$ cat config.mk
export PLATFORM = sky130hd
export DESIGN_NAME = display_timing
export DESIGN_NICKNAME = d
export VERILOG_FILES = /design/src/rtl/display_timing_pkg.sv /design/src/rtl/display_timing_axis.sv /design/src/rtl/display_timing.sv
export SDC_FILE = /design/constraint.sdc
export NUM_CORES = 1
export LEC_CHECK = 0
export BUFFER_PORTS_ARGS = -buffer_cell sky130_fd_sc_hd__buf_4
export CAP_MARGIN = 10
export CORE_MARGIN = 1
export CORE_UTILIZATION = 24
export CTS_CLUSTER_DIAMETER = 40
export DETAILED_ROUTE_END_ITERATION = 16
export GPL_TIMING_DRIVEN = 0
export PLACE_DENSITY_LB_ADDON = 0.2
export SYNTH_ARGS = -nofsm -noshare
export SYNTH_HDL_FRONTEND = slang
export SYNTH_SLANG_ARGS = --single-unit
$ cat constraint.sdc
create_clock -name clk_pix -period 2.55 [get_ports clk_pix]
set_input_delay 0.255 -clock clk_pix [delete_from_list [all_inputs] [get_ports clk_pix]]
set_output_delay 0.255 -clock clk_pix [all_outputs]
set_load 0.02 [all_outputs]
$ cat src/rtl/display_timing_pkg.sv
// Shared timing types and standard video modes for the display timing generator.
package display_timing_pkg;

    typedef struct packed {
        int res;
        int fp;
        int sync;
        int bp;
    } timing_t;

    typedef struct packed {
        timing_t h;
        timing_t v;
    } video_mode_t;

    localparam video_mode_t TIMING_480P60 = '{'{640, 16, 96, 48}, '{480, 10, 2, 33}};
    localparam video_mode_t TIMING_720P60 = '{'{1280, 110, 40, 220}, '{720, 5, 5, 20}};

    function automatic int timing_total(timing_t t);
        return t.res + t.fp + t.sync + t.bp;
    endfunction

endpackage

$ cat src/rtl/display_timing_axis.sv
// One wrapping position counter with registered sync and active decode, used once per axis.
module display_timing_axis
    import display_timing_pkg::*;
#(
    parameter int CORDW = 10,
    parameter int RES   = 640,
    parameter int FP    = 16,
    parameter int SYNC  = 96,
    parameter int BP    = 48,
    parameter bit POL   = 1'b0
) (
    input  logic             clk_pix,
    input  logic             rst,
    input  logic             step,
    output logic [CORDW-1:0] pos,
    output logic             last,
    output logic             sync,
    output logic             active
);

    localparam timing_t T = '{res: RES, fp: FP, sync: SYNC, bp: BP};
    localparam logic [CORDW-1:0] POS_LAST = CORDW'(timing_total(T) - 1);
    localparam logic [CORDW-1:0] SYNC_BEG = CORDW'(RES + FP);
    localparam logic [CORDW-1:0] SYNC_END = CORDW'(RES + FP + SYNC);
    localparam logic [CORDW-1:0] ACT_END  = CORDW'(RES);

    logic [CORDW-1:0] pos_next;

    assign last = (pos == POS_LAST);

    always_comb begin
        pos_next = pos;
        if (step) begin
            pos_next = last ? '0 : pos + CORDW'(1);
        end
    end

    // Decode from pos_next so sync/active line up with the position they describe.
    always_ff @(posedge clk_pix) begin
        if (rst) begin
            pos    <= '0;
            sync   <= ~POL;
            active <= 1'b1;
        end else if (step) begin
            pos    <= pos_next;
            sync   <= (pos_next >= SYNC_BEG && pos_next < SYNC_END) ? POL : ~POL;
            active <= (pos_next < ACT_END);
        end
    end

endmodule

$ cat src/rtl/display_timing.sv
// Display timing generator: sx/sy counters, syncs, data enable and frame/line strobes.
// Optional frame_cnt output when DISPLAY_TIMING_FRAME_CNT_EN is defined.
module display_timing
    import display_timing_pkg::*;
#(
    parameter int CORDW  = 10,
    parameter int H_RES  = 640,
    parameter int H_FP   = 16,
    parameter int H_SYNC = 96,
    parameter int H_BP   = 48,
    parameter int V_RES  = 480,
    parameter int V_FP   = 10,
    parameter int V_SYNC = 2,
    parameter int V_BP   = 33,
    parameter bit H_POL  = 1'b0,
    parameter bit V_POL  = 1'b0
) (
    input  logic             clk_pix,
    input  logic             rst,
    input  logic             en,
    output logic [CORDW-1:0] sx,
    output logic [CORDW-1:0] sy,
    output logic             hsync,
    output logic             vsync,
    output logic             de,
    output logic             frame,
    output logic             line
`ifdef DISPLAY_TIMING_FRAME_CNT_EN
    ,
    output logic [15:0]      frame_cnt
`endif
);

    localparam timing_t H_T = '{res: H_RES, fp: H_FP, sync: H_SYNC, bp: H_BP};
    localparam timing_t V_T = '{res: V_RES, fp: V_FP, sync: V_SYNC, bp: V_BP};

    if (H_RES <= 0 || H_FP <= 0 || H_SYNC <= 0 || H_BP <= 0 ||
        V_RES <= 0 || V_FP <= 0 || V_SYNC <= 0 || V_BP <= 0) begin : g_zero_param
        $error("display_timing: every timing parameter must be non-zero");
    end

    if (longint'(timing_total(H_T)) > (longint'(1) << CORDW) ||
        longint'(timing_total(V_T)) > (longint'(1) << CORDW)) begin : g_cordw_small
        $error("display_timing: CORDW too narrow for line or frame total");
    end

    logic h_last;
    logic v_last;
    logic h_active;
    logic v_active;

    display_timing_axis #(
        .CORDW (CORDW),
        .RES   (H_RES),
        .FP    (H_FP),
        .SYNC  (H_SYNC),
        .BP    (H_BP),
        .POL   (H_POL)
    ) u_h_axis (
        .clk_pix (clk_pix),
        .rst     (rst),
        .step    (en),
        .pos     (sx),
        .last    (h_last),
        .sync    (hsync),
        .active  (h_active)
    );

    display_timing_axis #(
        .CORDW (CORDW),
        .RES   (V_RES),
        .FP    (V_FP),
        .SYNC  (V_SYNC),
        .BP    (V_BP),
        .POL   (V_POL)
    ) u_v_axis (
        .clk_pix (clk_pix),
        .rst     (rst),
        .step    (en & h_last),
        .pos     (sy),
        .last    (v_last),
        .sync    (vsync),
        .active  (v_active)
    );

    assign de = h_active & v_active;

    // The next position is (0, y) exactly when the current advance wraps the line.
    always_ff @(posedge clk_pix) begin
        if (rst) begin
            line  <= 1'b1;
            frame <= 1'b1;
        end else if (en) begin
            line  <= h_last;
            frame <= h_last & v_last;
        end
    end

`ifdef DISPLAY_TIMING_FRAME_CNT_EN
    always_ff @(posedge clk_pix) begin
        if (rst) begin
            frame_cnt <= '0;
        end else if (en && h_last && v_last) begin
            frame_cnt <= frame_cnt + 16'd1;
        end
    end
`endif

endmodule

==> metrics <==
run status finished clean; post-CTS setup buffer count 0; Synth Instances 171; Longest Clk Path Bufs 2; top post-synthesis cells by count 26 x dfxtp_1, 24 x nor2_1, 12 x nand2_1; CTS tree yes; Die Span X 79.43 um; Clock Tree Root clkbuf_8; final setup TNS 0 ns; critical-path cell list inv_1, ha_1, nand4_1, nor4_4, o21ai_1, a2111oi_0, a21oi_1; grt total ovfl 0; Syn Area/Cell 8.415 um2; Slew @ Worst Pin 0.6095 ns; IO Pins 28; register bit total from synthesis 26; Hold Crit Class in2reg; Worst Path Max Fanout 7; Pwr Density 409.7 nW/um2; RSZ-0062 raised after global routing false; num rows 27; Reg clk slew, reported paths 0.09 ns; total leakage power 0.6779 nW; ranking of synthesized cells by area dfxtp_1 36%, nor2_1 6.3%, xnor2_1 4.9%; worst stage delay on the critical path 0.44 ns; Total GRT Usage 0.1240; main flop type after synthesis dfxtp_1; top-count cell post-synth dfxtp_1; vias in the first global route 1,226; Routed WL 3.619 mm; I/O Buffers 26; kind of critical path reg2reg; total number of vias 1,309; Die Footprint 6309 um2; initial core utilization 0.2550; Placer Congestion 0.7250; ratio of cells with drive above 1 in the final layout 0.2139; Slew Limit Fails 0; Final Hold Vio Count 0; Worst Setup Start Kind register; Post-CTS Resized 0; Cell Area, Synth 1439 um2; worst path required time 2.70 ns; final setup fails 0; chip height 79.43 um; pin count of the biggest net entering global routing 15; Seq/Total Area, Yosys 0.3617; synth warn 0; clk_lat worst skew 0.27 ns; Netlist cell types 44; 1st-iter DRT viols 51; Area Growth Syn to Fin 23.65%; CTS H-tree depth 1; minimum clock period 1.991 ns; HPWL Detailed 2.651 mm; max-cap violation count 0; router iterations before antenna repair 4; Peak Freq 0.5023 GHz; Final Hold Slack 0.3560 ns; Core ar. 5642 um2; clk_skew 0.001857 ns; crit path DAT 2.14 ns; Routed WL per cell 13.26 um; nets 208; leading area contributor after synthesis dfxtp_1; crit end category register; DRC violations left 0; Async SR Flop Fraction 0; CP max-delay cell nor4_4; family with the most delay on the worst path compound AO/OA/AOI/OAI gates; drt via density 4.795; number of buffers created by CTS 3; final period utilization 0.7807; Synth top area share 0.3617; first-pass GRT wire length 6.161 mm; post-route antenna net violation count 0; diode count 0; Buf/Inv on CP 1; Slew headroom 0.5937; initial antenna violation count 0; CTS sink count 26; EDFF count, synth 0; maximum VDD drop 0.2171 mV; Syn Nets 177; # fillers 619; quantity of hold-fixing buffers added after cts 0
## metrics by stage
stage	power [mW]	worst slack, ns	cells	utilization	cell area, um2
after floorplan	0.4480	0.6418	171	-	1439
after CTS	0.7431	0.5326	273	0.3154	1779
after global routing	0.7683	0.2893	273	0.3154	1779
final	0.7290	0.5592	273	0.3154	1779
after global placement	0.4659	0.5493	269	0.3056	1724
after detailed placement	0.4657	0.5489	269	0.3056	1724
## sequential cells by signal, summed over array words and instances (netlist names)
register / cells
u_v_axis.pos: 10
line: 1
frame: 1
u_h_axis.sync: 1
u_h_axis.pos: 10
u_h_axis.active: 1
u_v_axis.sync: 1
u_v_axis.active: 1
## layer usage
layer / part of all wire / track usage
met2: 0.45 / 0.2026
met3: 0.041 / 0.02629
met4: 0.0047 / 0.02182
met5: 0 / 0
met1: 0.50 / 0.1681
## cells by family (layout without fill, tap and decap cells)
logic type / count (synthesis) / count (layout) / share of synthesized area
XOR/XNOR: 15 / 15 / 0.09131
multiplexers: 3 / 3 / 0.02174
AND/OR/NAND/NOR: 81 / 81 / 0.3174
AO/OA/AOI/OAI: 29 / 29 / 0.1383
buffers and inverters: 14 / 44 / 0.04347
flip-flops: 26 / 26 / 0.3617
adder cells (fa/ha/maj): 3 / 3 / 0.02609
## path summary, 6_finish.rpt
path	start	cells after the start	to	slack, ns
worst max register to register	u_v_axis.pos[0]	7	u_v_axis.sync	0.56
worst min register to register	frame	1	frame	0.47
worst min-delay path	en	3	u_h_axis.active	0.36
worst max-delay path	u_v_axis.pos[0]	7	u_v_axis.sync	0.56
## placed cells by master (no fill, tap or decap), types with 4 or more instances in the layout
| cell | instances |
|---|---|
| buf_4 | 27 |
| dfxtp_1 | 26 |
| nor2_1 | 24 |
| nand2_1 | 12 |
| nand3_1 | 9 |
| a21oi_1 | 9 |
| nor3_1 | 8 |
| xnor2_1 | 8 |
| nand4_1 | 7 |
| xor2_1 | 7 |
| buf_2 | 5 |
| inv_1 | 4 |
| clkbuf_1 | 4 |
| clkbuf_8 | 4 |
## final cells by class
class                   instances  area (um2)  share of cell area
repair buffers                 26       195.2              0.1097
plain buffers                  10       47.55             0.02672
flip-flops and latches         26       520.5              0.2925
multi-input cells             131       855.8              0.4810
clock buffers                   4       55.05             0.03094
inverters                       4       15.01            0.008439
well taps                      72       90.09             0.05063
## report_power, final
| part | leakage (nW) | switching [mW] | internal (mW) |
|---|---|---|---|
| Sequential | 0.211 | 0.00478 | 0.410 |
| Combinational | 0.439 | 0.0250 | 0.0153 |
| Clock | 0.0288 | 0.135 | 0.138 |
| Total | 0.678 | 0.165 | 0.564 |
## worst reg2reg max path, delay by kind of cell, from the launching register on
kind,cells,cell delay (ns)
AOI/OAI and AO/OA,3,0.67
buffers and inverters,1,0.08
and+or+nand+nor,2,0.59
DFF,1,0.38
adders and majority gates,1,0.16
No activity file was read; power rests on OpenSTA's default activity.
